--- src/rtl/hdmi_video_timing_gen.sv ---
// hdmi_video_timing_gen
//
// Produces the ADV7513 parallel video interface (HS, VS, DE, 24-bit RGB) once
// the I2C configuration stage reports that the transmitter is configured.
// The ready flag comes from another clock domain, so it passes through a
// two-flop synchroniser first. RGB carries an 8-bar colour test pattern.
// Pixel coordinates are exported for a later frame-buffer stage.
//
// Ports:
//   CLK_PIXEL   in   pixel clock, the only clock of the block
//   RST         in   synchronous active-high reset
//   hdmi_ready  in   configuration-done flag, asynchronous to CLK_PIXEL
//   HDMI_HS     out  horizontal sync (active level set by SYNC_POL)
//   HDMI_VS     out  vertical sync (active level set by SYNC_POL)
//   HDMI_DE     out  data enable, high in the active region
//   HDMI_D      out  pixel data {R, G, B}
//   pixel_x     out  column of the pixel on HDMI_D (0 outside active video)
//   pixel_y     out  row of the pixel on HDMI_D (0 outside active video)
//   frame_start out  one-cycle pulse with pixel (0,0)
//
// State table:
//   IDLE | counters and outputs held at reset values, waiting for ready
//   RUN  | raster counters running, outputs follow the counters by one cycle

module hdmi_video_timing_gen #(
    parameter int unsigned H_ACTIVE = 640,
    parameter int unsigned H_FP     = 16,
    parameter int unsigned H_SYNC   = 96,
    parameter int unsigned H_BP     = 48,
    parameter int unsigned V_ACTIVE = 480,
    parameter int unsigned V_FP     = 10,
    parameter int unsigned V_SYNC   = 2,
    parameter int unsigned V_BP     = 33,
    parameter logic        SYNC_POL = 1'b0
) (
    input  logic        CLK_PIXEL,
    input  logic        RST,
    input  logic        hdmi_ready,
    output logic        HDMI_HS,
    output logic        HDMI_VS,
    output logic        HDMI_DE,
    output logic [23:0] HDMI_D,
    output logic [11:0] pixel_x,
    output logic [11:0] pixel_y,
    output logic        frame_start
);

    // Both totals must fit the 12-bit counters (<= 4095).
    localparam int unsigned H_TOTAL = H_ACTIVE + H_FP + H_SYNC + H_BP;
    localparam int unsigned V_TOTAL = V_ACTIVE + V_FP + V_SYNC + V_BP;

    localparam logic [11:0] H_ACT    = 12'(H_ACTIVE);
    localparam logic [11:0] H_LAST   = 12'(H_TOTAL - 1);
    localparam logic [11:0] HS_BEG   = 12'(H_ACTIVE + H_FP);
    localparam logic [11:0] HS_END   = 12'(H_ACTIVE + H_FP + H_SYNC);
    localparam logic [11:0] V_ACT    = 12'(V_ACTIVE);
    localparam logic [11:0] V_LAST   = 12'(V_TOTAL - 1);
    localparam logic [11:0] VS_BEG   = 12'(V_ACTIVE + V_FP);
    localparam logic [11:0] VS_END   = 12'(V_ACTIVE + V_FP + V_SYNC);
    localparam logic [11:0] BAR_LAST = 12'(H_ACTIVE / 8 - 1);

    typedef enum logic {
        IDLE = 1'b0,
        RUN  = 1'b1
    } state_t;

    state_t      state_q, state_d;
    logic        s1_q, s2_q;
    logic [11:0] h_cnt_q, h_cnt_d;
    logic [11:0] v_cnt_q, v_cnt_d;
    logic [11:0] col_q, col_d;
    logic [2:0]  bar_q, bar_d;

    logic        hs_q, hs_d;
    logic        vs_q, vs_d;
    logic        de_q, de_d;
    logic [23:0] rgb_q, rgb_d;
    logic [11:0] px_q, px_d;
    logic [11:0] py_q, py_d;
    logic        fs_q, fs_d;

    logic        active_h, active_v, hs_on, vs_on;
    logic [23:0] bar_rgb;

    assign active_h = (h_cnt_q < H_ACT);
    assign active_v = (v_cnt_q < V_ACT);
    assign hs_on    = (h_cnt_q >= HS_BEG) && (h_cnt_q < HS_END);
    assign vs_on    = (v_cnt_q >= VS_BEG) && (v_cnt_q < VS_END);

    always_comb begin
        bar_rgb = 24'h000000;
        case (bar_q)
            3'd0: bar_rgb = 24'hFFFFFF;
            3'd1: bar_rgb = 24'hFFFF00;
            3'd2: bar_rgb = 24'h00FFFF;
            3'd3: bar_rgb = 24'h00FF00;
            3'd4: bar_rgb = 24'hFF00FF;
            3'd5: bar_rgb = 24'hFF0000;
            3'd6: bar_rgb = 24'h0000FF;
            default: bar_rgb = 24'h000000;
        endcase
    end

    always_comb begin
        state_d = state_q;
        h_cnt_d = 12'd0;
        v_cnt_d = 12'd0;
        col_d   = 12'd0;
        bar_d   = 3'd0;
        hs_d    = ~SYNC_POL;
        vs_d    = ~SYNC_POL;
        de_d    = 1'b0;
        rgb_d   = 24'h000000;
        px_d    = 12'd0;
        py_d    = 12'd0;
        fs_d    = 1'b0;

        case (state_q)
            IDLE: begin
                if (s2_q) begin
                    state_d = RUN;
                end
            end
            RUN: begin
                if (!s2_q) begin
                    // Abort immediately; defaults restore the idle values.
                    state_d = IDLE;
                end else begin
                    if (h_cnt_q == H_LAST) begin
                        h_cnt_d = 12'd0;
                        v_cnt_d = (v_cnt_q == V_LAST) ? 12'd0 : v_cnt_q + 12'd1;
                    end else begin
                        h_cnt_d = h_cnt_q + 12'd1;
                        v_cnt_d = v_cnt_q;
                    end

                    // Bar index tracks h_cnt / (H_ACTIVE/8) without a divider.
                    // Past the active region it keeps counting, but DE masks it.
                    if (h_cnt_q == H_LAST) begin
                        col_d = 12'd0;
                        bar_d = 3'd0;
                    end else if (col_q == BAR_LAST) begin
                        col_d = 12'd0;
                        bar_d = bar_q + 3'd1;
                    end else begin
                        col_d = col_q + 12'd1;
                        bar_d = bar_q;
                    end

                    de_d  = active_h & active_v;
                    hs_d  = hs_on ? SYNC_POL : ~SYNC_POL;
                    vs_d  = vs_on ? SYNC_POL : ~SYNC_POL;
                    rgb_d = (active_h & active_v) ? bar_rgb : 24'h000000;
                    px_d  = (active_h & active_v) ? h_cnt_q : 12'd0;
                    py_d  = (active_h & active_v) ? v_cnt_q : 12'd0;
                    fs_d  = (h_cnt_q == 12'd0) && (v_cnt_q == 12'd0);
                end
            end
            default: state_d = IDLE;
        endcase
    end

    always_ff @(posedge CLK_PIXEL) begin
        if (RST) begin
            s1_q    <= 1'b0;
            s2_q    <= 1'b0;
            state_q <= IDLE;
            h_cnt_q <= 12'd0;
            v_cnt_q <= 12'd0;
            col_q   <= 12'd0;
            bar_q   <= 3'd0;
            hs_q    <= ~SYNC_POL;
            vs_q    <= ~SYNC_POL;
            de_q    <= 1'b0;
            rgb_q   <= 24'h000000;
            px_q    <= 12'd0;
            py_q    <= 12'd0;
            fs_q    <= 1'b0;
        end else begin
            s1_q    <= hdmi_ready;
            s2_q    <= s1_q;
            state_q <= state_d;
            h_cnt_q <= h_cnt_d;
            v_cnt_q <= v_cnt_d;
            col_q   <= col_d;
            bar_q   <= bar_d;
            hs_q    <= hs_d;
            vs_q    <= vs_d;
            de_q    <= de_d;
            rgb_q   <= rgb_d;
            px_q    <= px_d;
            py_q    <= py_d;
            fs_q    <= fs_d;
        end
    end

    assign HDMI_HS     = hs_q;
    assign HDMI_VS     = vs_q;
    assign HDMI_DE     = de_q;
    assign HDMI_D      = rgb_q;
    assign pixel_x     = px_q;
    assign pixel_y     = py_q;
    assign frame_start = fs_q;

endmodule
--- config.mk ---
export PLATFORM = sky130hd
export DESIGN_NAME = hdmi_video_timing_gen
export DESIGN_NICKNAME = d
export VERILOG_FILES = /design/src/rtl/hdmi_video_timing_gen.sv
export SDC_FILE = /design/constraint.sdc
export NUM_CORES = 1
export LEC_CHECK = 0
export ABC_AREA = 1
export BUFFER_PORTS_ARGS = -buffer_cell sky130_fd_sc_hd__buf_2
export CAP_MARGIN = 20
export CORE_MARGIN = 10
export CORE_UTILIZATION = 30
export CTS_CLUSTER_DIAMETER = 150
export DETAILED_ROUTE_END_ITERATION = 10
export PLACE_DENSITY = 0.53
export SYNTH_ARGS = -nofsm -noshare
export SYNTH_HDL_FRONTEND = slang
export SYNTH_SLANG_ARGS = --single-unit
--- constraint.sdc ---
create_clock -name CLK_PIXEL -period 1.6 [get_ports CLK_PIXEL]
set_input_delay 0.08 -clock CLK_PIXEL [delete_from_list [all_inputs] [get_ports CLK_PIXEL]]
set_output_delay 0.08 -clock CLK_PIXEL [all_outputs]
set_load 0.05 [all_outputs]
Yosys cells after proc, flatten, opt, wreduce, memory -nomap -nowiden. Cells that the tools add are included.

Add/subtract/negate cells: 4. $lt $le $gt $ge: 6. Equality and inequality tests: 9. Multiplexer cells: 5. Bitwise gates (word level): 4. Reduce and logical (&&, ||, !) cells: 10.

Operator list (count): $pmux 24 s7 (1); $add 12x1->12 const B (3); $eq 12x10->1 const B (2); $logic_not 12->1 (2); $lt 12x10->1 const B (2); $lt 12x9->1 const B (2); $eq 12x7->1 const B (1); $ge 12x10->1 const B (1); $ge 12x9->1 const B (1); $mux 12 (1); $eq 3x3->1 const B (3); $reduce_or 4->1 (2); $eq 3x2->1 const B (2); $reduce_or 5->1 (1); $add 3x1->3 const B (1); $eq 3x1->1 const B (1); $logic_and 1x1->1 (3); $logic_not 3->1 (1); $mux 1 (3); $not 1->1 (3); $reduce_or 3->1 (1); $and 1x1->1 (1).

Flip-flop bits (word level): 94. Input bits: 3. Output and inout bits: 52. Word-level logic and storage cells: 52.

Depth between registers and ports, before layout. Gate-level depths: netlist of run 1.

Depth after elaboration: 4. Depth in mapped cells: 9. Mapped depth without buffers: 9.

Least setup slack after synthesis of run 1. No wires, ideal clock.

Path kind: flip-flop to flip-flop. Start: reg col_q[0]. End: reg col_q[8]. Setup time: 0.122 ns. Arrival: 1.273 ns. Data required time: 1.478 ns. Slack: 0.206 ns. Stages on the path, launching flop included: 10. Buffers on the path: 1. Clock period less this slack: 1.394 ns. Cells stage by stage: dfxtp_1 > ha_1 > nand2_1 > inv_1 > nand2_1 > nor2_1 > nand2_1 > nand3_2 > buf_6 > a21oi_1.

Word-level cells in the longest chain between the ends: 2. Elaborated cells between the ends (all ways): 3. Those cells by class: 1 x add/sub; 1 x eq/ne; 1 x reduce/logical.

RTL lines: start, declared (line 71) `logic [11:0] col_q, col_d;`; start signal, assigned (line 185) `col_q <= col_d;`; branches (longest 2 deep; another with $add 12x1->12).

Parallel ways; which one is timed is not known. A chain may end at the register's enable or synchronous reset.

Final worst setup path of run 1.
Start: reg h_cnt_q[0]. End: reg v_cnt_q[6].

Word-level cells in the longest chain between the ends: 1.

RTL lines: start, declared (line 69) `logic [11:0] h_cnt_q, h_cnt_d;`; start signal, assigned (line 183) `h_cnt_q <= h_cnt_d;`; $eq 12x10->1 (line 129) `if (h_cnt_q == H_LAST) begin`; end signal, assigned (line 184) `v_cnt_q <= v_cnt_d;`; end, declared (line 70) `logic [11:0] v_cnt_q, v_cnt_d;`.

No other way between the ends.

==> results_dict.tcl, run 1 <==
set metrics [dict create \
    ant_nets 0 \
    path_delay_family "simple AND/OR/NAND/NOR gates" \
    placementRows 37 \
    vias 2619 \
    synth-compound-area-share_pct 4.34 \
    post-route-min-period_ps 1480 \
    cp_num_cells 9 \
    max_stage_delay_ps 360 \
    slew_violations 0 \
    final_area_um2 3800 \
    synth_simple_gate_area_share_pct 30.9 \
    slowest_stage "dfxtp_2" \
    area_growth_pct 18.8 \
    synth_top_family_by_area "simple AND/OR/NAND/NOR gates" \
    diodes 0 \
    yosysWarnings 0 \
    reg2reg_depth 9 \
    dr.pass1.iters 4 \
    vdd_drop_max_mv 0.393 \
    cp.buffers_inverters 1 \
    outcome "finished clean" \
    grt_pass1_wl_um 11300 \
    crit_required_ps 1830 \
    cts.sinks 73 \
    die_h_um 123 \
    ys_seq_area_share_pct 45.7 \
    initial_utilization_pct 30.9 \
    yosys-mux-area-fraction_pct 0 \
    final_cells 620 \
    numCtsBuffers 9 \
    drive_gt1_share_pct 20.5 \
    fmax_mhz 677 \
    rsz0062_at_grt "no" \
    synthXorXnorAreaFrac_pct 2.19 \
    clock_skew_ps 9.09 \
    synthCells 423 \
    critPathArrivalTime_ps 1700 \
    postCtsSetupBuffers 0 \
    placedCellCount 602 \
    crit_chain "ha_1 > nand2_2 > nor2_4 > nand2_2 > nor2_4 > buf_12 > nand3_1 > nand2_1 > nor2_1" \
    design.core.area_um2 10400 \
    setup_tns_ps 0 \
    hpwl_um 5250 \
    period_share_pct 92.3 \
    drt_iter0_markers 85 \
    fp.dieW_um 123 \
    avgSynthCellArea_um2 7.57 \
    avgRoutedWirePerCell_um 11.1 \
    pin_count 55 \
    cap_viol_max_count 0 \
    drc 0 \
    utilization_pct 36.7 \
    hold_class "reg -> reg" \
    routed_wirelength_um 6900 \
    cts_root_buffer "clkbuf_8" \
    grt-ovfl-total 0 \
    portBuffers 54 \
    netlist_area_um2 3200 \
    critPathCaptureType "flop" \
    grt_use_total_pct 9.36 \
    yosysUniqueCellTypes 27 \
    power_uw 3460 \
    power_per_cell_area_nw_per_um2 910 \
    p_leak_uw 0.00163 \
    dpl_cell_area_um2 3550 \
    cp-start-kind "flop" \
    critPathMaxFanout 16 \
    viasPerCell 4.22 \
    cts_tree "yes" \
    antenna_found_initial 0 \
    clk-insertion-delay-late_ps 340 \
    nets 492 \
    clockBufferDepth 2 \
    grt_max_degree 24 \
    grt_pass1_vias 2452 \
    synth_fa_ha_area_share_pct 3.91 \
    min_path_cells 2 \
    ys_ff_latch 73 \
    clkTransAtPathRegs_ps 80 \
    cts_htree_levels 3 \
    die-area_um2 15200 \
    crit_type "reg -> reg" \
    globalplace.congestion 0.870 \
    setup_viol 0 \
    hold_viol_final 0 \
    fill_cells 1081 \
]
cell type report:
cell class	count	area, um2	share of cell area [%]
tap	136	170	4.47
timing repair buffer	67	385	10.1
multi-input combinational	271	1350	35.6
clock inverter	7	93.8	2.47
sequential	73	1460	38.5
inverter	57	214	5.62
clock buffer	9	124	3.26
power breakdown:
part / switching (uW) / internal, uW
sequential: 2.50 / 1830
clock: 702 / 877
combinational: 42.1 / 13.0
total: 746 / 2720
worst paths after layout:
| path | slack, ps | to | start |
|---|---|---|---|
| hold / removal | 410 | s2_q | s1_q |
| setup / recovery | 120 | v_cnt_q[6] | h_cnt_q[0] |
| setup reg to reg | 120 | v_cnt_q[6] | h_cnt_q[0] |
| hold reg to reg | 410 | s2_q | s1_q |
stage by stage:
step                      worst slack (ps)  hold WS, ps
final                                  124          410
after global routing                 0.714          420
after CTS                              105          413
after detailed placement               133          288
after global placement                 135          278
after floorplan                        206          151
routing by layer:
layer  vias up  share of wire [%]  global-route usage [%]
met5         -                  0                       0
met4         0                1.4                    5.09
met3         8                6.5                    3.24
met2        54                 48                    14.9
met1      1151                 44                    10.8
li1       1406                  -                       -
synth_stat cells:
cell type	n	share of area [%]
nor2_1	80	9.4
nand2_1	76	8.9
dfxtp_1	73	46
inv_1	57	6.7
nand3_1	34	5.3
buf_4	22	5.2
a21oi_1	21	3.3
ha_1	10	3.9
nand4_1	8	1.6
xor2_1	7	1.9
nor3_1	6	0.94
o21ai_0	5	0.78
nor2_4	3	1.1
buf_2	2	0.31
buf_6	2	0.70
nand2_2	2	0.39
nand2_4	2	0.70
nand3_2	2	0.63
nand3b_1	2	0.47
nor2_2	2	0.39
a21oi_2	1	0.27
conb_1	1	0.12
nand3_4	1	0.55
nor3b_1	1	0.23
nor4_1	1	0.20
or2_2	1	0.20
xnor2_1	1	0.27
worst reg2reg max path, cell delays in order (launching register included):
cell     delay, ps
dfxtp_2        360
ha_1           200
nand2_2         90
nor2_4         190
nand2_2         90
nor2_4         100
buf_12         150
nand3_1         70
nand2_1         70
nor2_1          40
kinds of logic after synthesis:
kind of cell / Yosys count
AOI/OAI and AO/OA: 27
xor gates and xnor gates: 8
adders and majority gates: 10
buffers and inverters: 83
DFF: 73
other: 1
and+or+nand+nor: 221
cells in the final DEF, fill, tap and decap left out, types with 3 or more instances in the layout:
cell type and n:
nand4_1 8, buf_2 54, nand2_2 3, clkbuf_8 9, inv_1 56, nand2_1 75
nor2_4 3, nand3_1 34, nor3_1 6, xor2_1 7, conb_1 5, a21oi_1 21
dfxtp_1 71, nor2_1 80, buf_4 10, o21ai_0 5, ha_1 10
registers in the layout, indices dropped and copies added (netlist names):
name and cells:
bar_q 3, HDMI_D 3, HDMI_VS 1, pixel_x 12, HDMI_HS 1, col_q 12, s1_q 1, frame_start 1
pixel_y 12, state_q 1, HDMI_DE 1, v_cnt_q 12, h_cnt_q 12, s2_q 1
timing repair:
item                                    in CTS  in global routing
hold buffers                                 2                  0
endpoints found under the setup margin       0                 16
gates resized for setup                      0                  5
endpoints found under the hold margin        3                  0
(Power assumes the default switching activity.)
==> run 2: changes to the inputs <==
--- a/config.mk
+++ b/config.mk
@@ -10,8 +10,8 @@
 export CAP_MARGIN = 20
 export CORE_MARGIN = 10
-export CORE_UTILIZATION = 30
+export CORE_UTILIZATION = 55
 export CTS_CLUSTER_DIAMETER = 150
 export DETAILED_ROUTE_END_ITERATION = 10
-export PLACE_DENSITY = 0.53
+export PLACE_DENSITY = 0.83
 export SYNTH_ARGS = -nofsm -noshare
 export SYNTH_HDL_FRONTEND = slang
==> constraint.sdc (replaced) <==
create_clock -name CLK_PIXEL -period 1.6 [get_ports CLK_PIXEL]
set_input_delay 0.08 -clock CLK_PIXEL [delete_from_list [all_inputs] [get_ports CLK_PIXEL]]
set_output_delay 0.08 -clock CLK_PIXEL [all_outputs]
set_load 0.005 [all_outputs]
==> results_dict.tcl, run 2 (synthesis results as in run 1) <==
set metrics [dict create \
    utilization_pct 67.0 \
    slew_violations 0 \
    cts_root_buffer "clkbuf_8" \
    nets 493 \
    viasPerCell 4.87 \
    hold_viol_final 0 \
    fill_cells 464 \
    fmax_mhz 664 \
    clock_skew_ps 8.07 \
    vdd_drop_max_mv 0.760 \
    clockBufferDepth 2 \
    grt_max_degree 17 \
    post-route-min-period_ps 1510 \
    critPathArrivalTime_ps 1750 \
    hold_class "reg -> reg" \
    avgRoutedWirePerCell_um 12.4 \
    ant_nets 0 \
    crit_type "reg -> reg" \
    clk-insertion-delay-late_ps 360 \
    design.core.area_um2 5570 \
    grt_use_total_pct 15.5 \
    dr.pass1.iters 4 \
    layout_common_cells "78 x nor2_1, 75 x nand2_1, 70 x dfxtp_1" \
    grt_pass1_vias 2497 \
    internal_power_uw 2640 \
    cts_tree "yes" \
    period_share_pct 94.1 \
    critPathMaxFanout 15 \
    grt_pass1_wl_um 11300 \
    grt-ovfl-total 0 \
    drive_gt1_share_pct 21.6 \
    setup_viol 0 \
    routed_wirelength_um 6920 \
    layout_commonest_cell "nor2_1" \
    cts_htree_levels 3 \
    pin_count 55 \
    drc 0 \
    placementRows 27 \
    area_growth_pct 16.6 \
    outcome "finished clean" \
    drt_iter0_markers 166 \
    rsz0062_at_grt "no" \
    diodes 0 \
    cap_viol_max_count 0 \
    pwr-share-comb_pct 0.8 \
    initial_utilization_pct 57.4 \
    hpwl_um 5030 \
    p_switching_uw 689 \
    worst_slack_ps 94.2 \
    globalplace.congestion 0.874 \
    switching_share_pct 20.7 \
    fp.dieW_um 96.3 \
    portBuffers 54 \
    critPathCaptureType "flop" \
    die_h_um 96.3 \
    pwr-share-seq_pct 54.9 \
    clkTransAtPathRegs_ps 70 \
    numCtsBuffers 9 \
    setup_tns_ps 0 \
    power_per_cell_area_nw_per_um2 891 \
    die-area_um2 9270 \
    crit_required_ps 1840 \
    antenna_found_initial 0 \
    place_worst_setup_slack_ps 3.54 \
    vias 2711 \
    p_leak_uw 0.00163 \
    cp-start-kind "flop" \
    cts.sinks 73 \
    pwr-share-clk_pct 44.3 \
]
-- run 2: cell count changes in the layout (fill, tap and decap cells not counted), moves of 2 or more --
cell / previous run / this run
clkbuf_8: 9 / 11
clkinvlp_4: 2 / 0
ha_1: 10 / 8
ha_2: 0 / 2
nor2_1: 80 / 78
nor2_2: 2 / 4
-- run 2: final timing paths --
| check | startpoint | endpoint | slack, ps | depth (start not counted) |
|---|---|---|---|---|
| setup / recovery | h_cnt_q[0] | h_cnt_q[5] | 90 | 7 |
| hold / removal | s1_q | s2_q | 410 | 2 |
| setup reg to reg | h_cnt_q[0] | h_cnt_q[5] | 90 | 7 |
| hold reg to reg | s1_q | s2_q | 410 | 2 |
-- run 2: worst max-delay path, stage by stage (launching register included) --
cell	delay (ps)
dfxtp_4	370
ha_2	200
nand2_2	90
nor2_4	200
nand3_4	160
nand2_4	100
buf_4	210
nor2_1	80
-- run 2: power by group through the flow --
| stage | logic, uW | registers, uW | clock network (uW) |
|---|---|---|---|
| 2_1_floorplan | 9.00 | 1870 | 0 |
| 3_3_place_gp | 21.1 | 1870 | 0 |
| 3_5_place_dp | 21.4 | 1870 | 0 |
| 4_1_cts | 25.3 | 1830 | 1500 |
| 5_1_grt | 28.3 | 1830 | 1570 |
| 6_report | 25.0 | 1830 | 1470 |
-- run 2: repair_timing --
action                     4_1_cts  5_1_grt
cloned                           0        0
setup buffers                    1        1
pin swaps                        1        2
setup endpoints to repair        8       39
hold buffers                     2        0
gates resized for setup          0       11
hold endpoints to repair         3        0
-- run 2: area by class of cell --
class                   instances  area [um2]  share of cell area, %
flip-flops and latches         73        1470                   39.3
multi-input cells             271        1360                   36.5
repair buffers                 68         393                   10.5
inverters                      57         214                   5.73
clock buffers                  11         151                   4.06
well taps                      72        90.1                   2.41
clock inverters                 5        53.8                   1.44
-- run 2: per-stage QoR --
step / total power, uW / cell area [um2] / hold WS, ps / std cells
after floorplan: 1880 / 3220 / 151 / 427
after global placement: 1890 / 3450 / 277 / 537
after detailed placement: 1890 / 3450 / 280 / 537
after CTS: 3350 / 3700 / 411 / 556
after global routing: 3420 / 3730 / 437 / 557
final: 3330 / 3730 / 413 / 557
-- run 2: metal layers --
layer	wire [um]	vias to the layer above	GRT usage (%)
li1	-	1398	-
met1	2800	1228	17.3
met2	3490	74	26.2
met3	497	11	5.14
met4	131	0	7.25
met5	0	-	0
==> run 3: changes to the inputs <==
Settings changed: ABC_AREA 1 to default, PLACE_DENSITY 0.83 to 0.84.
==> results_dict.tcl, run 3 <==
set metrics [dict create \
    critPathCaptureType "flop" \
    slowest_stage "or4_4" \
    avgSynthCellArea_um2 9.44 \
    grt-ovfl-total 0 \
    cts_htree_levels 3 \
    cp-start-kind "flop" \
    drc 0 \
    fill_cells 393 \
    critPathMaxFanout 9 \
    hpwl_um 4690 \
    crit_chain "or4_4 > or4_4 > or4_1 > a21oi_1" \
    grt_max_degree 15 \
    antenna_found_initial 0 \
    outcome "finished, violations left" \
    path_delay_family "simple AND/OR/NAND/NOR gates" \
    viasPerCell 5.29 \
    clkTransAtPathRegs_ps 70 \
    synthTopCellsByArea "dfxtp_1 49%, buf_4 5.2%, nor2_1 4.2%" \
    fmax_mhz 499 \
    die_h_um 94.0 \
    seqCellArea_um2 1470 \
    cap_viol_max_count 0 \
    final_area_um2 3720 \
    slew_violations 0 \
    netlist.area_leader.share_pct 48.5 \
    hold_class "in -> reg" \
    yosysUniqueCellTypes 40 \
    drive_gt1_share_pct 32.1 \
    design.core.area_um2 5200 \
    critPathArrivalTime_ps 2290 \
    crit_type "reg -> reg" \
    setup_tns_ps -12460 \
    clk-insertion-delay-late_ps 350 \
    globalplace.congestion 0.829 \
    post-route-min-period_ps 2000 \
    netlist_area_um2 3010 \
    drt_iter0_markers 140 \
    routed_wirelength_um 6420 \
    placementRows 26 \
    yosysWarnings 0 \
    violations "setup timing" \
    layout_common_cells "69 x dfxtp_1, 54 x buf_2, 35 x buf_4" \
    portBuffers 54 \
    pin_count 55 \
    vias 2465 \
    hold_viol_final 0 \
    synthTopCellsByCount "73 x dfxtp_1, 34 x nor2_1, 21 x buf_4, 14 x nand3_1, 14 x xnor2_1" \
    fp.dieW_um 94.0 \
    min_path_cells 4 \
    nets 404 \
    worst_slack_ps -403 \
    reg2reg_depth 4 \
    synth_most_common_cell "dfxtp_1" \
    dpl_cell_area_um2 3440 \
    cp_num_cells 4 \
    path_common_cell "or4_4" \
    dr.pass1.iters 4 \
    synth_top_cell_by_area "dfxtp_1" \
    cp.buffers_inverters 0 \
    cts_tree "yes" \
    async_flop_share_pct 0 \
    diodes 0 \
    multi_input_area_um2 1310 \
    avgRoutedWirePerCell_um 13.8 \
    crit_required_ps 1880 \
    area_growth_pct 23.4 \
    period_share_pct 125 \
    die-area_um2 8840 \
    cts.sinks 73 \
    ys.flop_type "dfxtp_1" \
    rsz0062_at_grt "yes" \
    clockBufferDepth 2 \
    grt_pass1_vias 2493 \
    grt_pass1_wl_um 10800 \
    synthCells 319 \
    ys_seq_area_share_pct 48.5 \
    p_leak_uw 0.00154 \
    max_stage_delay_ps 570 \
    vdd_drop_max_mv 0.634 \
    cts_root_buffer "clkbuf_8" \
    layout_commonest_cell "dfxtp_1" \
    power_uw 3420 \
    clock_skew_ps 8.51 \
    grt_use_total_pct 15.1 \
    ant_nets 0 \
    numCtsBuffers 9 \
    power_per_cell_area_nw_per_um2 920 \
    initial_utilization_pct 57.9 \
    synth-edff-count 0 \
    ys_ff_latch 73 \
    setup_viol 38 \
]
==> run 3: cell count changes after synthesis, moves of 13 or more <==
cell	change
and2_1	+13
nor2_1	-46
nand2_1	-65
xnor2_1	+13
nand3_1	-20
inv_1	-46
==> run 3: layout make-up <==
| class | instances | share of cell area [%] |
|---|---|---|
| flip-flops and latches | 73 | 39.4 |
| repair buffers | 93 | 15.9 |
| inverters | 11 | 1.11 |
| clock buffers | 11 | 3.80 |
| clock inverters | 5 | 2.12 |
| multi-input cells | 203 | 35.2 |
| well taps | 70 | 2.36 |
==> run 3: layer usage <==
| metal | track usage (%) | vias up | wire [um] |
|---|---|---|---|
| met1 | 15.0 | 1150 | 2570 |
| li1 | - | 1206 | - |
| met2 | 26.1 | 95 | 3050 |
| met4 | 9.11 | 0 | 140 |
| met3 | 5.52 | 14 | 659 |
| met5 | 0 | - | 0 |
==> run 3: final timing paths <==
kind               startpoint          end  slack, ps
setup / recovery  h_cnt_q[11]  v_cnt_q[11]       -400
hold / removal            RST      HDMI_HS        330
setup reg to reg  h_cnt_q[11]  v_cnt_q[11]       -400
hold reg to reg          s1_q         s2_q        440
==> run 3: per-stage QoR <==
step	setup slack (ps)	utilization [%]	cells	hold slack (ps)
floorplan	-406	-	323	152
global placement	-358	66.1	446	286
detailed placement	-390	66.1	446	298
CTS	-386	71.0	465	340
global route	-449	71.4	466	349
finish	-403	71.4	466	326
==> run 3: worst min-delay path, stage by stage <==
cell	delay, ps
buf_2	90
and3b_2	260
nand4_1	110
or4_1	110
==> run 3: cell families after synthesis <==
logic type / after synthesis / synth area share [%]
fa+ha+maj: 10 / 4.15
mux: 1 / 0.332
compound gates: 24 / 4.44
xor+xnor: 23 / 6.69
flops: 73 / 48.5
buf+inv: 47 / 9.72
simple gates: 140 / 26.0
other cells: 1 / 0.124
==> run 3: report_power, final <==
group	internal, uW	switching (uW)	leakage [uW]	total [uW]
Sequential	1830	2.87	0.000592	1830
Combinational	14.0	10.4	0.000836	24.4
Clock	918	651	0.000113	1570
==> run 3: timing repair <==
action,in CTS,in global routing
endpoints found under the setup margin,38,57
endpoints found under the hold margin,3,0
setup buffers,1,1
hold buffers,2,0
pin swaps,2,0
resized for setup,3,4
